### config.mk
export PLATFORM = sky130hd
export DESIGN_NAME = uart_tx_arbiter
export DESIGN_NICKNAME = d
export VERILOG_FILES = /design/src/rtl/uart_tx_arbiter.sv
export SDC_FILE = /design/constraint.sdc
export NUM_CORES = 1
export LEC_CHECK = 0
export ABC_AREA = 1
export CORE_ASPECT_RATIO = 1.2
export CORE_MARGIN = 5
export CORE_UTILIZATION = 40
export CTS_BUF_LIST = sky130_fd_sc_hd__clkbuf_16
export DETAILED_ROUTE_END_ITERATION = 8
export PLACE_DENSITY = 0.69
export SLEW_MARGIN = 20
export SYNTH_ARGS = -nofsm -noshare
export SYNTH_HDL_FRONTEND = slang
export SYNTH_SLANG_ARGS = --single-unit
export TNS_END_PERCENT = 100
### constraint.sdc
create_clock -name clk -period 3.2 [get_ports clk]
set_input_delay 0.32 -clock clk [delete_from_list [all_inputs] [get_ports clk]]
set_output_delay 0.32 -clock clk [all_outputs]
set_load 0.02 [all_outputs]
### src/rtl/uart_tx_arbiter.sv
// Round-robin arbiter sharing one UART transmitter between NREQ byte-stream requesters.
// Define UART_ARB_LOCK_EN to keep a requester's packet (up to req_last) unbroken on the line.
module uart_tx_arbiter #(
   parameter int unsigned NREQ           = 4,
   parameter int unsigned TIMEOUT_CYCLES = 4096
) (
   input  logic              clk,
   input  logic              reset,
   input  logic [NREQ-1:0]   req_valid,
   input  logic [8*NREQ-1:0] req_data,
   input  logic [NREQ-1:0]   req_last,
   output logic [NREQ-1:0]   req_ready,
   output logic [7:0]        uart_tx_data,
   output logic              uart_tx_start,
   input  logic              uart_tx_done,
   output logic [NREQ-1:0]   grant,
   output logic              busy,
   output logic              timeout_err
);

   localparam int unsigned PtrW = $clog2(NREQ);
   localparam int unsigned CntW = (TIMEOUT_CYCLES > 1) ? $clog2(TIMEOUT_CYCLES + 1) : 1;
   // Watchdog fires in the WAIT cycle whose counter value is TIMEOUT_CYCLES-1.
   localparam logic [CntW-1:0] CntLimit = (TIMEOUT_CYCLES == 0) ? '0 : CntW'(TIMEOUT_CYCLES - 1);
   localparam logic [PtrW-1:0] LastIdx  = PtrW'(NREQ - 1);

   typedef enum logic [1:0] {StIdle, StIssue, StWait} state_e;

   state_e            state_q, state_d;
   logic [PtrW-1:0]   ptr_q, ptr_d;
   logic [PtrW-1:0]   owner_q, owner_d;
   logic [NREQ-1:0]   grant_q, grant_d;
   logic [7:0]        data_q, data_d;
   logic [CntW-1:0]   cnt_q, cnt_d;
   logic              terr_q, terr_d;
   logic [PtrW-1:0]   win, cand, next_ptr;
   logic              win_found;
   logic              finish;
   logic [NREQ-1:0]   ready_c;
   logic [7:0]        req_bytes [NREQ];

`ifdef UART_ARB_LOCK_EN
   logic lock_q, lock_d;
   logic last_q, last_d;
`else
   logic unused_last;
   assign unused_last = ^req_last;
`endif

   for (genvar g = 0; g < NREQ; g++) begin : g_bytes
      assign req_bytes[g] = req_data[8*g +: 8];
   end

   // Round-robin search starting at ptr_q, wrapping modulo NREQ.
   always_comb begin
      win       = '0;
      win_found = 1'b0;
      cand      = '0;
      for (int unsigned i = 0; i < NREQ; i++) begin
         cand = PtrW'((32'(ptr_q) + i) % NREQ);
         if (!win_found && req_valid[cand]) begin
            win       = cand;
            win_found = 1'b1;
         end
      end
`ifdef UART_ARB_LOCK_EN
      if (lock_q) begin
         win       = owner_q;
         win_found = req_valid[owner_q];
      end
`endif
      ready_c = '0;
      if (state_q == StIdle && win_found) begin
         ready_c[win] = 1'b1;
      end
   end

   assign next_ptr = (owner_q == LastIdx) ? '0 : owner_q + 1'b1;

   always_comb begin
      state_d = state_q;
      ptr_d   = ptr_q;
      owner_d = owner_q;
      grant_d = grant_q;
      data_d  = data_q;
      cnt_d   = cnt_q;
      terr_d  = terr_q;
      finish  = 1'b0;
`ifdef UART_ARB_LOCK_EN
      lock_d  = lock_q;
      last_d  = last_q;
`endif
      unique case (state_q)
         StIdle: begin
            if (win_found) begin
               owner_d      = win;
               grant_d      = '0;
               grant_d[win] = 1'b1;
               data_d       = req_bytes[win];
               state_d      = StIssue;
`ifdef UART_ARB_LOCK_EN
               last_d       = req_last[win];
`endif
            end
         end
         StIssue: state_d = StWait;
         StWait: begin
            cnt_d = cnt_q + 1'b1;
            if (uart_tx_done) begin
               finish = 1'b1;
            end else if (TIMEOUT_CYCLES != 0 && cnt_q == CntLimit) begin
               finish = 1'b1;
               terr_d = 1'b1;
            end
         end
         default: state_d = StIdle;
      endcase

      if (finish) begin
         state_d = StIdle;
         cnt_d   = '0;
         ptr_d   = next_ptr;
         grant_d = '0;
`ifdef UART_ARB_LOCK_EN
         lock_d  = 1'b0;
         // A completed non-final byte keeps ownership; a timeout always releases it.
         if (uart_tx_done && !last_q) begin
            lock_d  = 1'b1;
            ptr_d   = ptr_q;
            grant_d = grant_q;
         end
`endif
      end
   end

   always_ff @(posedge clk) begin
      if (!reset) begin
         state_q <= StIdle;
         ptr_q   <= '0;
         owner_q <= '0;
         grant_q <= '0;
         data_q  <= '0;
         cnt_q   <= '0;
         terr_q  <= 1'b0;
`ifdef UART_ARB_LOCK_EN
         lock_q  <= 1'b0;
         last_q  <= 1'b0;
`endif
      end else begin
         state_q <= state_d;
         ptr_q   <= ptr_d;
         owner_q <= owner_d;
         grant_q <= grant_d;
         data_q  <= data_d;
         cnt_q   <= cnt_d;
         terr_q  <= terr_d;
`ifdef UART_ARB_LOCK_EN
         lock_q  <= lock_d;
         last_q  <= last_d;
`endif
      end
   end

   assign req_ready     = reset ? ready_c : '0;
   assign uart_tx_data  = data_q;
   assign uart_tx_start = (state_q == StIssue);
   assign grant         = grant_q;
   assign busy          = (state_q != StIdle);
   assign timeout_err   = terr_q;

endmodule
# Yosys cells after proc, flatten, opt, wreduce, memory -nomap -nowiden
# Index checks and enable logic that the tools add are counted.
[classes] n_addsub=5 n_lt_le_gt_ge=7 eq_ne=5 n_mux=29 bitwise_logic=4 n_reduce_logical=14
[op_table] cell="$bmux 8 s2" count=1
[op_table] cell="$mux 8" count=2
[op_table] cell="$lt 2x3->1 const B" count=5
[op_table] cell="$add 13x1->13 const B" count=1
[op_table] cell="$eq 13x12->1 const B" count=1
[op_table] cell="$mux 1" count=12
[op_table] cell="$mux 2" count=6
[op_table] cell="$bmux 1 s2" count=4
[op_table] cell="$mux 4" count=2
[op_table] cell="$pmux 2 s3" count=1
[op_table] cell="$logic_and 1x1->1" count=5
[op_table] cell="$add 2x1->2 const B" count=2
[op_table] cell="$add 2x2->2 const B" count=2
[op_table] cell="$eq 2x2->1 const B" count=2
[op_table] cell="$reduce_and 2->1" count=2
[op_table] cell="$ge 3x3->1 const B" count=1
[op_table] cell="$logic_not 1->1" count=3
[op_table] cell="$not 1->1" count=3
[op_table] cell="$not 2->3" count=1
[op_table] cell="$reduce_and 3->1" count=1
[op_table] cell="$demux 1 s2" count=1
[op_table] cell="$eq 2x1->1 const B" count=1
[op_table] cell="$ge 2x1->1 const B" count=1
[op_table] cell="$logic_not 2->1" count=1
[op_table] cell="3 further kinds" count=3
[totals] reg_bits=32 inputBits=43 out_inout_bits=19 elab_cells=71

# Depth between registers and ports, before layout
# Gate-level depths: netlist of the first run.
[depth] word_depth=18 depth_mapped=16

# Least setup slack after synthesis of the first run
# No wires, ideal clock.
[synth_path] path_type="reg2out" startpoint="register ptr_q[0]" endpoint="output port req_ready[1]" t_arrival_ps=1651 required_time_ps=2880 path_slack_ps=1229 path_stages_with_launch=13 n_path_buf=2 cell_sequence="dfxtp_1 inv_2 buf_6 nand2_1 nand3_1 nand2_2 nor2_4 nand3_4 nand3_4 inv_2 buf_6 nand3_2 nor2_1"
[synth_between] elab_chain_len=18
[synth_lines] element="start, declared" line="30" text="logic [PtrW-1:0] ptr_q, ptr_d;"
[synth_lines] element="start signal, assigned" line="151" text="ptr_q <= ptr_d;"
[synth_lines] element="branches (longest 16 deep; another with $lt 2x3->1)"
[synth_lines] element="$mux 4 *" line="73" text="if (state_q == StIdle && win_found) begin"
[synth_lines] element="$mux 4 *" line="164" text="assign req_ready = reset ? ready_c : '0;"
[synth_lines] element="end, declared" line="12" text="output logic [NREQ-1:0] req_ready,"
# Mark *: on every way between the ends. The select of a mux whose other input is x is not followed.

# Worst setup path after layout of the first run
[layout_path] startpoint="register ptr_q[0]" endpoint="output port req_ready[0]"
# Same word-level chain as after synthesis.

==> metrics.txt, run 1 <==
# TYPE chip_impl_metric gauge
chip_impl_info{name="outcome",value="finished clean"} 1
chip_impl_metric{name="grt_start_max_net_pins",unit=""} 20
chip_impl_info{name="post_synth_main_area_contributors",value="sky130_fd_sc_hd__dfxtp_1 (30%), sky130_fd_sc_hd__nand2_1 (14%), sky130_fd_sc_hd__nand3_1 (12%)"} 1
chip_impl_metric{name="drcViolationCount",unit=""} 0
chip_impl_metric{name="synth_enable_flop_cells",unit=""} 0
chip_impl_metric{name="synthToLayoutAreaGrowth",unit="%"} 34.17
chip_impl_metric{name="num_rows",unit=""} 29
chip_impl_metric{name="detailed_route_vias_per_instance",unit=""} 4.759
chip_impl_metric{name="critPathArrivalTime",unit="ns"} 2.61
chip_impl_metric{name="numCtsBuffers",unit=""} 5
chip_impl_info{name="ys.flop_type",value="sky130_fd_sc_hd__dfxtp_1"} 1
chip_impl_metric{name="setup_slack_at_placement",unit="ns"} 0.2558
chip_impl_info{name="timing.critical_path.from_type",value="register"} 1
chip_impl_metric{name="ir_worst_vdd",unit="V"} 0.0002953
chip_impl_metric{name="grt_first_pass_wirelength",unit="um"} 8845
chip_impl_metric{name="drt_wl_total",unit="um"} 5039
chip_impl_metric{name="antenna_cells",unit=""} 0
chip_impl_info{name="timing.critical_path.to_type",value="output pin"} 1
chip_impl_metric{name="power.switching",unit="uW"} 656.5
chip_impl_metric{name="regToRegSetupSlack",unit="ns"} 1.17
chip_impl_metric{name="antenna_found_initial",unit=""} 0
chip_impl_metric{name="number_of_max_cap_violations",unit=""} 0
chip_impl_metric{name="power_per_cell_area",unit="nW/um^2"} 606.3
chip_impl_metric{name="clock-sinks",unit=""} 32
chip_impl_metric{name="hpwl",unit="um"} 3778
chip_impl_metric{name="global_route.usage.total",unit="%"} 15.64
chip_impl_metric{name="fill_cells",unit=""} 507
chip_impl_metric{name="die_area",unit="sq um"} 6811
chip_impl_metric{name="slew_viol_final",unit=""} 0
chip_impl_metric{name="timing.clock.skew",unit="ns"} 0.004000
chip_impl_metric{name="final.min_clock_period",unit="ns"} 2.927
chip_impl_metric{name="firstDrtPassIters",unit=""} 4
chip_impl_metric{name="netlist.area_leader.share",unit="%"} 30.48
chip_impl_metric{name="cp_max_fo",unit=""} 11
chip_impl_metric{name="power.internal",unit="uW"} 1053
chip_impl_metric{name="pwr-share-clk",unit="%"} 25.2
chip_impl_metric{name="max_slew_margin",unit="%"} 67.17
chip_impl_metric{name="maxClockFrequency",unit="MHz"} 341.6
chip_impl_metric{name="grt-ovfl-total",unit=""} 0
chip_impl_info{name="cts_root_buffer",value="sky130_fd_sc_hd__clkbuf_16"} 1
chip_impl_metric{name="p_leak",unit="uW"} 0.001358
chip_impl_metric{name="chipHeight",unit="um"} 89.41
chip_impl_metric{name="postLayoutCoreUtil",unit="%"} 54.35
chip_impl_metric{name="syn_area_per_cell",unit="sq um"} 6.389
chip_impl_metric{name="min_period_over_period",unit="%"} 91.47
chip_impl_metric{name="final_design_area_no_fill",unit="sq um"} 2820
chip_impl_info{name="hold_path.class",value="reg -> reg"} 1
chip_impl_metric{name="floorplan.die.width",unit="um"} 76.18
chip_impl_info{name="grt_setup_unrepaired",value="false"} 1
chip_impl_metric{name="post_cts.repair.setup_buffers",unit=""} 0
chip_impl_metric{name="setup_slack",unit="ns"} 0.2730
chip_impl_metric{name="sequentialPowerShare",unit="%"} 29.9
chip_impl_info{name="synthDominantAreaCellType",value="sky130_fd_sc_hd__dfxtp_1"} 1
chip_impl_metric{name="clk_pin_slew_worst_paths",unit="ns"} 0.05
chip_impl_info{name="tritoncts",value="built"} 1
chip_impl_info{name="crit_type",value="reg -> out"} 1
chip_impl_metric{name="worst-slew-pin-transition",unit="ns"} 0.4918
chip_impl_metric{name="insertion_delay",unit="ns"} 0.27
chip_impl_metric{name="synth.yosys.seq_area_share",unit="%"} 30.48
chip_impl_metric{name="drive_gt1_share",unit="%"} 10.36
chip_impl_metric{name="initialDrtViolationCount",unit=""} 132
chip_impl_metric{name="core",unit="sq um"} 5189
chip_impl_metric{name="htree_levels",unit=""} 2
chip_impl_metric{name="ys_types",unit=""} 29
chip_impl_metric{name="final-setup-viol-count",unit=""} 0
chip_impl_metric{name="initial_utilization",unit="%"} 40.51
chip_impl_metric{name="first_global_vias",unit=""} 2023
chip_impl_metric{name="setup_tns",unit="ns"} 0
chip_impl_metric{name="power.switching_fraction",unit="%"} 38.39
chip_impl_metric{name="routedWlPerCell",unit="um"} 11.25
chip_impl_metric{name="post_synth_inst_count",unit=""} 329
chip_impl_metric{name="ant_nets",unit=""} 0
chip_impl_metric{name="dr_total_vias",unit=""} 2132
chip_impl_metric{name="bufs_on_longest_clock_path",unit=""} 2
chip_impl_metric{name="synth_async_sr_flop_share",unit="%"} 0
chip_impl_metric{name="synth.ff_latch_count",unit=""} 32
chip_impl_info{name="yosys.cell_count.top_type",value="sky130_fd_sc_hd__nand2_1"} 1
chip_impl_metric{name="timing.critical_path.required",unit="ns"} 2.88
chip_impl_metric{name="place.port_buffers",unit=""} 57
chip_impl_metric{name="dp.cells",unit=""} 441
chip_impl_metric{name="synth.yosys.warnings",unit=""} 0
chip_impl_metric{name="place_area",unit="sq um"} 2684
chip_impl_metric{name="hold_bufs_inserted_after_cts",unit=""} 0
chip_impl_info{name="synthTopCellsByCount",value="sky130_fd_sc_hd__nand2_1 (81), sky130_fd_sc_hd__inv_1 (59), sky130_fd_sc_hd__nand3_1 (50), sky130_fd_sc_hd__dfxtp_1 (32), sky130_fd_sc_hd__nor2_1 (29)"} 1
chip_impl_metric{name="routabilityCongestion",unit=""} 0.8167
chip_impl_metric{name="share_comb_of_total_power",unit="%"} 44.9
chip_impl_metric{name="finalHoldViolations",unit=""} 0
chip_impl_metric{name="nets",unit=""} 431
chip_impl_metric{name="final_cells",unit=""} 448
chip_impl_metric{name="synth.cell_area",unit="sq um"} 2102
chip_impl_metric{name="ioPinCount",unit=""} 62
chip_impl_metric{name="synth_nets",unit=""} 374
logic make-up after synthesis:
family	count (synthesis)	synth area share, %
fa+ha+maj	2	1.190
compound gates	18	4.285
xor+xnor	6	2.500
flops	32	30.48
simple gates	196	45.71
buf+inv	75	15.83
through the flow:
stage	hold WS, ns	total power [uW]
final	0.4536	1710
after global routing	0.4942	1841
after CTS	0.4583	1726
after detailed placement	0.4456	1288
after global placement	0.4403	1282
after floorplan	0.4327	1050
worst max-delay path: stages, from the launching register on:
cell and delay, ns:
sky130_fd_sc_hd__dfxtp_2 0.38, sky130_fd_sc_hd__inv_2 0.18, sky130_fd_sc_hd__nand2_1 0.07, sky130_fd_sc_hd__nand2_1 0.12, sky130_fd_sc_hd__nand2_1 0.09, sky130_fd_sc_hd__nand2_2 0.09
sky130_fd_sc_hd__nor2_4 0.04, sky130_fd_sc_hd__nand2_1 0.05, sky130_fd_sc_hd__nand2_1 0.04, sky130_fd_sc_hd__inv_1 0.04, sky130_fd_sc_hd__nand2_1 0.20, sky130_fd_sc_hd__inv_4 0.20
sky130_fd_sc_hd__nand2_1 0.11, sky130_fd_sc_hd__nor2_1 0.10, sky130_fd_sc_hd__clkdlybuf4s50_1 0.62
registers in the layout, indices dropped and copies added (netlist names):
signal        cells
cnt_q            13
uart_tx_data      8
grant             4
owner_q           2
ptr_q             2
state_q           2
timeout_err       1
power by group through the flow:
stage | combinational, uW | sequential, uW | clock (uW)
6_report | 768 | 511 | 431
3_5_place_dp | 769 | 518 | 0
4_1_cts | 774 | 511 | 441
2_1_floorplan | 484 | 566 | 0
3_3_place_gp | 766 | 517 | 0
5_1_grt | 861 | 520 | 459
cell type report:
type                    instances  area, sq um  area share (%)
clock inverters                 2        7.507          0.2662
repair buffers                 60        593.1           21.03
flip-flops and latches         32        641.9           22.76
multi-input cells             222         1129           40.02
well taps                      62        77.57           2.751
clock buffers                   5        125.1           4.437
inverters                      65        246.5           8.740
path summary, 6_finish.rpt:
kind,from,endpoint,cells past startpoint
setup / recovery,ptr_q[0]$_SDFFE_PN0P_,req_ready[0],14
hold / removal,timeout_err$_SDFFE_PN0P_,timeout_err$_SDFFE_PN0P_,2
setup reg to reg,ptr_q[0]$_SDFFE_PN0P_,uart_tx_data[3]$_SDFFE_PN0P_,14
hold reg to reg,timeout_err$_SDFFE_PN0P_,timeout_err$_SDFFE_PN0P_,2
placed cells by master, fill, tap and decap left out, types with 2 or more instances in the layout:
cell                               n
sky130_fd_sc_hd__ha_1              2
sky130_fd_sc_hd__nor2_1           29
sky130_fd_sc_hd__clkdlybuf4s50_1  57
sky130_fd_sc_hd__nor3_1            2
sky130_fd_sc_hd__nand3_1          50
sky130_fd_sc_hd__nand2_2           7
sky130_fd_sc_hd__inv_1            59
sky130_fd_sc_hd__o21ai_1           2
sky130_fd_sc_hd__clkbuf_16         5
sky130_fd_sc_hd__nor2_2            8
sky130_fd_sc_hd__clkinv_1          2
sky130_fd_sc_hd__nand2_1          81
sky130_fd_sc_hd__nor2_4            2
sky130_fd_sc_hd__inv_2             5
sky130_fd_sc_hd__dfxtp_1          31
sky130_fd_sc_hd__nand3_4           3
sky130_fd_sc_hd__o21ai_0           5
sky130_fd_sc_hd__nand3_2           2
sky130_fd_sc_hd__nand4_1           3
sky130_fd_sc_hd__a21oi_1          11
sky130_fd_sc_hd__xor2_1            5
sky130_fd_sc_hd__nor3b_1           3
sky130_fd_sc_hd__buf_4             3
per-layer routing:
layer / global-route usage, % / up-vias / wire [um]
met5: 0 / - / 0
met4: 7.154 / 0 / 111
met3: 3.427 / 11 / 266
met2: 27.80 / 53 / 2496
met1: 18.09 / 945 / 2164
li1: - / 1123 / -
what timing repair did:
action                     4_1_cts  5_1_grt
setup endpoints to repair        0        4
resized for setup                0        2
hold endpoints to repair         0        0
(Power assumes the default switching activity.)
==> run 2, diff against run 1 <==
- MAX_ROUTING_LAYER: default -> met4
- SLEW_MARGIN: 20 -> 15
- clock period: 3.2 -> 3 ns (I/O delays scaled with it)
==> run 2 against run 1 <==
  * Sequential share of layout area fell by 0.43 points
  * Count of clock-buffer cells in the layout did not move
  * Core utilization rose by 0.94 points
  * Via count fell by 0.80%
  * Hold slack improved by 0.011 ns
  * Worst setup slack got worse by 0.011 ns
  * Final area rose by 1.7%
  * Combinational power rose by 8.2%
  * Die area did not move
  * Final cell count rose by 0.67%
  * Wire length rose by 4.0%
  * Largest power group unchanged
==> metrics.txt, run 2 (same netlist as run 1, synthesis figures left out) <==
# TYPE chip_impl_metric gauge
chip_impl_metric{name="synthToLayoutAreaGrowth",unit="%"} 36.49
chip_impl_metric{name="ant_nets",unit=""} 0
chip_impl_metric{name="finalHoldViolations",unit=""} 0
chip_impl_info{name="crit_top_cell",value="sky130_fd_sc_hd__nand3_1"} 1
chip_impl_metric{name="hpwl",unit="um"} 3807
chip_impl_metric{name="setup_slack_at_placement",unit="ns"} 0.2107
chip_impl_metric{name="timing.critical_path.required",unit="ns"} 2.70
chip_impl_metric{name="global_route.usage.total",unit="%"} 16.47
chip_impl_metric{name="clk_pin_slew_worst_paths",unit="ns"} 0.05
chip_impl_metric{name="htree_levels",unit=""} 2
chip_impl_metric{name="power.switching_fraction",unit="%"} 37.13
chip_impl_metric{name="power.internal",unit="uW"} 1218
chip_impl_info{name="outcome",value="finished clean"} 1
chip_impl_metric{name="finalPower",unit="uW"} 1937
chip_impl_metric{name="place.port_buffers",unit=""} 57
chip_impl_metric{name="drt_wl_total",unit="um"} 5242
chip_impl_metric{name="final-setup-viol-count",unit=""} 0
chip_impl_metric{name="ir_worst_vdd",unit="V"} 0.0004770
chip_impl_metric{name="p_leak",unit="uW"} 0.001415
chip_impl_metric{name="slew_viol_final",unit=""} 0
chip_impl_metric{name="drive_gt1_share",unit="%"} 11.05
chip_impl_metric{name="power_per_cell_area",unit="nW/um^2"} 675.2
chip_impl_metric{name="antenna_found_initial",unit=""} 0
chip_impl_info{name="registers.top_by_ff_count",value="cnt_q"} 1
chip_impl_metric{name="grt-ovfl-total",unit=""} 0
chip_impl_info{name="timing.critical_path.to_type",value="output pin"} 1
chip_impl_metric{name="maxClockFrequency",unit="MHz"} 365.2
chip_impl_info{name="layout_commonest_cell",value="sky130_fd_sc_hd__nand2_1"} 1
chip_impl_metric{name="antenna_cells",unit=""} 0
chip_impl_info{name="grt_setup_unrepaired",value="false"} 1
chip_impl_metric{name="dp.cells",unit=""} 443
chip_impl_metric{name="numCtsBuffers",unit=""} 5
chip_impl_metric{name="pwr-share-clk",unit="%"} 29.2
chip_impl_metric{name="final.min_clock_period",unit="ns"} 2.738
chip_impl_metric{name="floorplan.die.width",unit="um"} 76.18
chip_impl_metric{name="grt_first_pass_wirelength",unit="um"} 8797
chip_impl_metric{name="num_rows",unit=""} 29
chip_impl_metric{name="final_cells",unit=""} 451
chip_impl_metric{name="dr_total_vias",unit=""} 2115
chip_impl_metric{name="cp_max_fo",unit=""} 19
chip_impl_metric{name="share_comb_of_total_power",unit="%"} 42.9
chip_impl_metric{name="bufs_on_longest_clock_path",unit=""} 2
chip_impl_metric{name="setup_tns",unit="ns"} 0
chip_impl_metric{name="clock-sinks",unit=""} 32
chip_impl_metric{name="sequentialPowerShare",unit="%"} 27.9
chip_impl_metric{name="grt_start_max_net_pins",unit=""} 20
chip_impl_metric{name="insertion_delay",unit="ns"} 0.28
chip_impl_metric{name="critPathArrivalTime",unit="ns"} 2.44
chip_impl_metric{name="firstDrtPassIters",unit=""} 4
chip_impl_metric{name="max_slew_margin",unit="%"} 65.64
chip_impl_metric{name="chipHeight",unit="um"} 89.41
chip_impl_metric{name="ioPinCount",unit=""} 62
chip_impl_metric{name="initialDrtViolationCount",unit=""} 116
chip_impl_metric{name="power.switching",unit="uW"} 719.2
chip_impl_metric{name="largest_reg_flops",unit=""} 13
chip_impl_metric{name="worst-slew-pin-transition",unit="ns"} 0.5148
chip_impl_info{name="tritoncts",value="built"} 1
chip_impl_metric{name="nets",unit=""} 433
chip_impl_metric{name="timing.clock.skew",unit="ns"} 0.001892
chip_impl_info{name="timing.critical_path.cells",value="buf_4 -> nand2_1 -> nand3_1 -> nand2_2 -> inv_1 -> nand3_1 -> nand2_4 -> nand3_2 -> nor2_1 -> clkdlybuf4s50_1"} 1
chip_impl_metric{name="number_of_max_cap_violations",unit=""} 0
chip_impl_metric{name="initial_utilization",unit="%"} 40.51
chip_impl_info{name="timing.critical_path.from_type",value="register"} 1
chip_impl_info{name="crit_type",value="reg -> out"} 1
chip_impl_metric{name="core",unit="sq um"} 5189
chip_impl_metric{name="max_stage_delay",unit="ns"} 0.61
chip_impl_metric{name="routedWlPerCell",unit="um"} 11.62
chip_impl_metric{name="drcViolationCount",unit=""} 0
chip_impl_metric{name="detailed_route_vias_per_instance",unit=""} 4.690
chip_impl_metric{name="die_area",unit="sq um"} 6811
chip_impl_metric{name="min_period_over_period",unit="%"} 91.27
chip_impl_metric{name="setup_slack",unit="ns"} 0.2619
chip_impl_metric{name="first_global_vias",unit=""} 1952
chip_impl_metric{name="hold_bufs_inserted_after_cts",unit=""} 0
chip_impl_info{name="hold_path.class",value="reg -> reg"} 1
chip_impl_info{name="cts_root_buffer",value="sky130_fd_sc_hd__clkbuf_16"} 1
chip_impl_metric{name="post_cts.repair.setup_buffers",unit=""} 0
chip_impl_metric{name="routabilityCongestion",unit=""} 0.8238
chip_impl_info{name="mostFrequentLayoutCells",value="sky130_fd_sc_hd__nand2_1 (80), sky130_fd_sc_hd__inv_1 (59), sky130_fd_sc_hd__clkdlybuf4s50_1 (55)"} 1
chip_impl_info{name="crit_path_top_delay_cell",value="sky130_fd_sc_hd__clkdlybuf4s50_1"} 1
run 2: cell types whose count changed in the layout (fill, tap and decap cells not counted):
cell / before / now
sky130_fd_sc_hd__inv_4: 1 / 0
sky130_fd_sc_hd__dlymetal6s2s_1: 0 / 2
sky130_fd_sc_hd__dfxtp_1: 31 / 32
sky130_fd_sc_hd__buf_4: 3 / 5
sky130_fd_sc_hd__dfxtp_2: 1 / 0
sky130_fd_sc_hd__inv_2: 5 / 6
sky130_fd_sc_hd__clkdlybuf4s50_1: 57 / 55
sky130_fd_sc_hd__bufinv_16: 0 / 1
sky130_fd_sc_hd__nand2_2: 7 / 8
sky130_fd_sc_hd__nand2_1: 81 / 80
run 2: final timing paths:
check                           depth (start not counted)  slack (ns)                   from                           end
worst max-delay path                                   10        0.26  ptr_q[0]$_SDFFE_PN0P_                  req_ready[3]
worst min-delay path                                    2        0.46  grant[3]$_SDFFE_PP0P_         grant[3]$_SDFFE_PP0P_
worst max register to register                         13        0.99  ptr_q[0]$_SDFFE_PN0P_  uart_tx_data[5]$_SDFFE_PN0P_
worst min register to register                          2        0.46  grant[3]$_SDFFE_PP0P_         grant[3]$_SDFFE_PP0P_
run 2: what timing repair did:
action,CTS,global route
hold endpoints to repair,0,0
endpoints found under the setup margin,0,4
resized for setup,0,3
run 2: area by class of cell:
cell class	count	area, sq um
tap	62	77.57
timing repair buffer	62	613.1
multi-input combinational	222	1131
fill	512	2320
clock inverter	3	37.54
clock buffer	5	125.1
inverter	65	244.0
sequential	32	640.6
run 2: power groups by stage:
| stage | clock (uW) | sequential (uW) | combinational, uW |
|---|---|---|---|
| after detailed placement | 0 | 549 | 835 |
| after global routing | 598 | 550 | 924 |
| final | 565 | 541 | 831 |
| after global placement | 0 | 548 | 823 |
| after floorplan | 0 | 604 | 516 |
| after CTS | 576 | 541 | 840 |
run 2: metrics by stage:
step           area (sq um)  utilization, %  hold slack [ns]
5_1_grt                2869           55.29           0.4863
3_3_place_gp           2699           52.01           0.4397
2_1_floorplan          2102               -           0.4127
4_1_cts                2861           55.15           0.4687
3_5_place_dp           2699           52.01           0.4526
6_report               2869           55.29           0.4649
run 2: layer usage:
layer	vias to the layer above	routed length, um	global-route usage, %
li1	1127	-	-
met1	922	2237	18.46
met2	59	2626	28.35
met3	7	306	4.637
met4	0	72	5.723
met5	-	0	-
run 2: worst max-delay path: cells and delay by family (launching register included):
family	cells	cell delay (ns)
flops	1	0.39
buf+inv	3	0.88
simple gates	7	0.88
==> run 3, diff against run 2 <==
- CORE_UTILIZATION: 40 -> 30
- PLACE_DENSITY: 0.69 -> default
- SKIP_LAST_GASP: default -> 1
==> run 3 against run 2 <==
  * Clock skew up 0.00073 ns
  * Final cell count up 6.0%
  * Core utilization down 13 points
  * Sequential power about the same
  * Wire length up 2.0%
  * Via count down 0.52%
  * Global-route usage down 3.9 points
  * Sequential cell count unchanged
  * Total power up 0.93%
==> metrics.txt, run 3 (same netlist as run 1, synthesis figures left out) <==
# TYPE chip_impl_metric gauge
chip_impl_info{name="mostFrequentLayoutCells",value="sky130_fd_sc_hd__nand2_1 (81), sky130_fd_sc_hd__inv_1 (59), sky130_fd_sc_hd__clkdlybuf4s50_1 (57)"} 1
chip_impl_metric{name="hold_bufs_inserted_after_cts",unit=""} 0
chip_impl_metric{name="ctsResizeCount",unit=""} 0
chip_impl_metric{name="power_per_cell_area",unit="nW/um^2"} 671.0
chip_impl_metric{name="worst_r2r_path_depth",unit=""} 14
chip_impl_info{name="registers.top_by_ff_count",value="cnt_q"} 1
chip_impl_metric{name="clk_pin_slew_worst_paths",unit="ns"} 0.05
chip_impl_metric{name="bufs_on_longest_clock_path",unit=""} 2
chip_impl_metric{name="slew_viol_final",unit=""} 0
chip_impl_metric{name="gr-usage-met3",unit="%"} 3.173
chip_impl_metric{name="use_met1",unit="%"} 15.00
chip_impl_metric{name="min_period_over_period",unit="%"} 92.24
chip_impl_metric{name="htree_levels",unit=""} 2
chip_impl_info{name="critPathLaunch",value="ptr_q[0]$_SDFFE_PN0P_"} 1
chip_impl_metric{name="insertion_delay",unit="ns"} 0.27
chip_impl_metric{name="max_slew_margin",unit="%"} 75.37
chip_impl_metric{name="met2_usage",unit="%"} 21.97
chip_impl_info{name="r2r_end",value="uart_tx_data[3]$_SDFFE_PN0P_"} 1
chip_impl_metric{name="hpwl",unit="um"} 4038
chip_impl_metric{name="global_route.usage.total",unit="%"} 12.58
chip_impl_info{name="timing.rr.start",value="ptr_q[0]$_SDFFE_PN0P_"} 1
chip_impl_metric{name="number_of_max_cap_violations",unit=""} 0
chip_impl_info{name="tritoncts",value="built"} 1
chip_impl_info{name="grt-busiest-layer",value="met2"} 1
chip_impl_info{name="grt_setup_unrepaired",value="false"} 1
chip_impl_metric{name="final.min_clock_period",unit="ns"} 2.767
chip_impl_metric{name="drcViolationCount",unit=""} 0
chip_impl_metric{name="first_global_vias",unit=""} 1999
chip_impl_metric{name="ioPinCount",unit=""} 62
chip_impl_metric{name="num_rows",unit=""} 33
chip_impl_metric{name="chipHeight",unit="um"} 101.7
chip_impl_metric{name="grt-ovfl-total",unit=""} 0
chip_impl_info{name="crit_type",value="reg -> out"} 1
chip_impl_metric{name="antenna_cells",unit=""} 0
chip_impl_metric{name="regToRegSetupSlack",unit="ns"} 0.99
chip_impl_metric{name="numCtsBuffers",unit=""} 5
chip_impl_metric{name="final_design_area_no_fill",unit="sq um"} 2914
chip_impl_metric{name="post_cts.repair.setup_buffers",unit=""} 0
chip_impl_metric{name="setup_slack",unit="ns"} 0.2328
chip_impl_metric{name="antenna_found_initial",unit=""} 0
chip_impl_metric{name="place_area",unit="sq um"} 2745
chip_impl_metric{name="cp_max_fo",unit=""} 11
chip_impl_info{name="layout_commonest_cell",value="sky130_fd_sc_hd__nand2_1"} 1
chip_impl_metric{name="ir_worst_vdd",unit="V"} 0.0003305
chip_impl_metric{name="routedWlPerCell",unit="um"} 11.18
chip_impl_metric{name="largest_reg_flops",unit=""} 13
chip_impl_metric{name="maxClockFrequency",unit="MHz"} 361.4
chip_impl_metric{name="timing.clock.skew",unit="ns"} 0.002624
chip_impl_metric{name="nets",unit=""} 435
chip_impl_metric{name="drt_wl_total",unit="um"} 5345
chip_impl_metric{name="initial_utilization",unit="%"} 30.85
chip_impl_info{name="cts_root_buffer",value="sky130_fd_sc_hd__clkbuf_16"} 1
chip_impl_metric{name="setup_slack_at_placement",unit="ns"} 0.2443
chip_impl_metric{name="finalPower",unit="uW"} 1955
chip_impl_metric{name="clock-sinks",unit=""} 32
chip_impl_metric{name="ant_nets",unit=""} 0
chip_impl_metric{name="p_leak",unit="uW"} 0.001392
chip_impl_metric{name="place.port_buffers",unit=""} 57
chip_impl_metric{name="drive_gt1_share",unit="%"} 12.02
chip_impl_metric{name="final-setup-viol-count",unit=""} 0
chip_impl_info{name="timing.critical_path.to_type",value="output pin"} 1
chip_impl_info{name="cp-endpoint",value="req_ready[3]"} 1
chip_impl_metric{name="die_area",unit="sq um"} 8787
chip_impl_info{name="hold_path.class",value="reg -> reg"} 1
chip_impl_metric{name="grt_first_pass_wirelength",unit="um"} 8928
chip_impl_metric{name="core",unit="sq um"} 6813
chip_impl_metric{name="finalHoldViolations",unit=""} 0
chip_impl_info{name="worstHoldStart",value="timeout_err$_SDFFE_PN0P_"} 1
chip_impl_metric{name="fill_cells",unit=""} 712
chip_impl_metric{name="initialDrtViolationCount",unit=""} 106
chip_impl_metric{name="firstDrtPassIters",unit=""} 4
chip_impl_metric{name="grt_start_max_net_pins",unit=""} 20
chip_impl_metric{name="critPathArrivalTime",unit="ns"} 2.47
chip_impl_metric{name="dr_total_vias",unit=""} 2104
chip_impl_metric{name="worst-slew-pin-transition",unit="ns"} 0.3681
chip_impl_metric{name="setup_tns",unit="ns"} 0
chip_impl_info{name="outcome",value="finished clean"} 1
chip_impl_metric{name="timing.critical_path.required",unit="ns"} 2.70
chip_impl_metric{name="routabilityCongestion",unit=""} 0.8108
chip_impl_metric{name="detailed_route_vias_per_instance",unit=""} 4.402
chip_impl_info{name="timing.critical_path.from_type",value="register"} 1
chip_impl_metric{name="floorplan.die.width",unit="um"} 86.41
chip_impl_metric{name="synthToLayoutAreaGrowth",unit="%"} 38.63
==> run 3: changes by cell type in the layout (fill, tap and decap cells not counted), sizes merged <==
cell | previous run | this run
clkinv | 2 | 1
buf | 5 | 7
dlymetal6s2s | 2 | 0
clkdlybuf4s50 | 55 | 57
clkinvlp | 0 | 1
==> run 3: area by class of cell <==
cell class / count / area (sq um) / share of cell area (%)
multi-input combinational: 222 / 1129 / 38.73
sequential: 32 / 641.9 / 22.03
timing repair buffer: 64 / 623.1 / 21.38
inverter: 65 / 244.0 / 8.373
clock buffer: 5 / 125.1 / 4.294
tap: 87 / 108.9 / 3.736
clock inverter: 3 / 42.54 / 1.460
==> run 3: critical path, stage by stage (launching register included) <==
cell and delay (ns):
sky130_fd_sc_hd__dfxtp_2 0.40, sky130_fd_sc_hd__inv_2 0.13, sky130_fd_sc_hd__nand2_1 0.08, sky130_fd_sc_hd__nand2_1 0.09, sky130_fd_sc_hd__nand2_1 0.10, sky130_fd_sc_hd__nand2_2 0.07
sky130_fd_sc_hd__nor2_4 0.12, sky130_fd_sc_hd__nand2_1 0.06, sky130_fd_sc_hd__nand2_1 0.06, sky130_fd_sc_hd__inv_1 0.04, sky130_fd_sc_hd__nand2_1 0.16, sky130_fd_sc_hd__nand3_2 0.12
sky130_fd_sc_hd__nor2_1 0.14, sky130_fd_sc_hd__clkdlybuf4s50_1 0.62
==> run 3: metal layers <==
layer / vias up / routed length, um
li1: 1131 / -
met1: 927 / 2417
met2: 42 / 2601
met3: 4 / 304
met4: 0 / 21
met5: - / 0
==> run 3: worst min-delay path by stage <==
| stage | end | slack, ns | depth (start not counted) |
|---|---|---|---|
| detailed placement | timeout_err$_SDFFE_PN0P_ | 0.45 | 2 |
| floorplan | ptr_q[0]$_SDFFE_PN0P_ | 0.41 | 2 |
| CTS | timeout_err$_SDFFE_PN0P_ | 0.46 | 2 |
| global route | grant[0]$_SDFFE_PP0P_ | 0.49 | 2 |
| finish | timeout_err$_SDFFE_PN0P_ | 0.46 | 2 |
| global placement | timeout_err$_SDFFE_PN0P_ | 0.44 | 2 |
==> run 3: report_power, final <==
part	switching (uW)	internal, uW	total (uW)
sequential	48.4	495	543
clock	188	390	577
combinational	490	344	835
total	727	1230	1960
==> run 3: per-stage QoR <==
| stage | hold slack, ns | utilization, % | instances |
|---|---|---|---|
| finish | 0.4561 | 42.77 | 478 |
| global route | 0.4855 | 42.77 | 478 |
| CTS | 0.4568 | 42.75 | 478 |
| detailed placement | 0.4456 | 40.29 | 470 |
| global placement | 0.4411 | 40.29 | 470 |
| floorplan | 0.4127 | - | 329 |
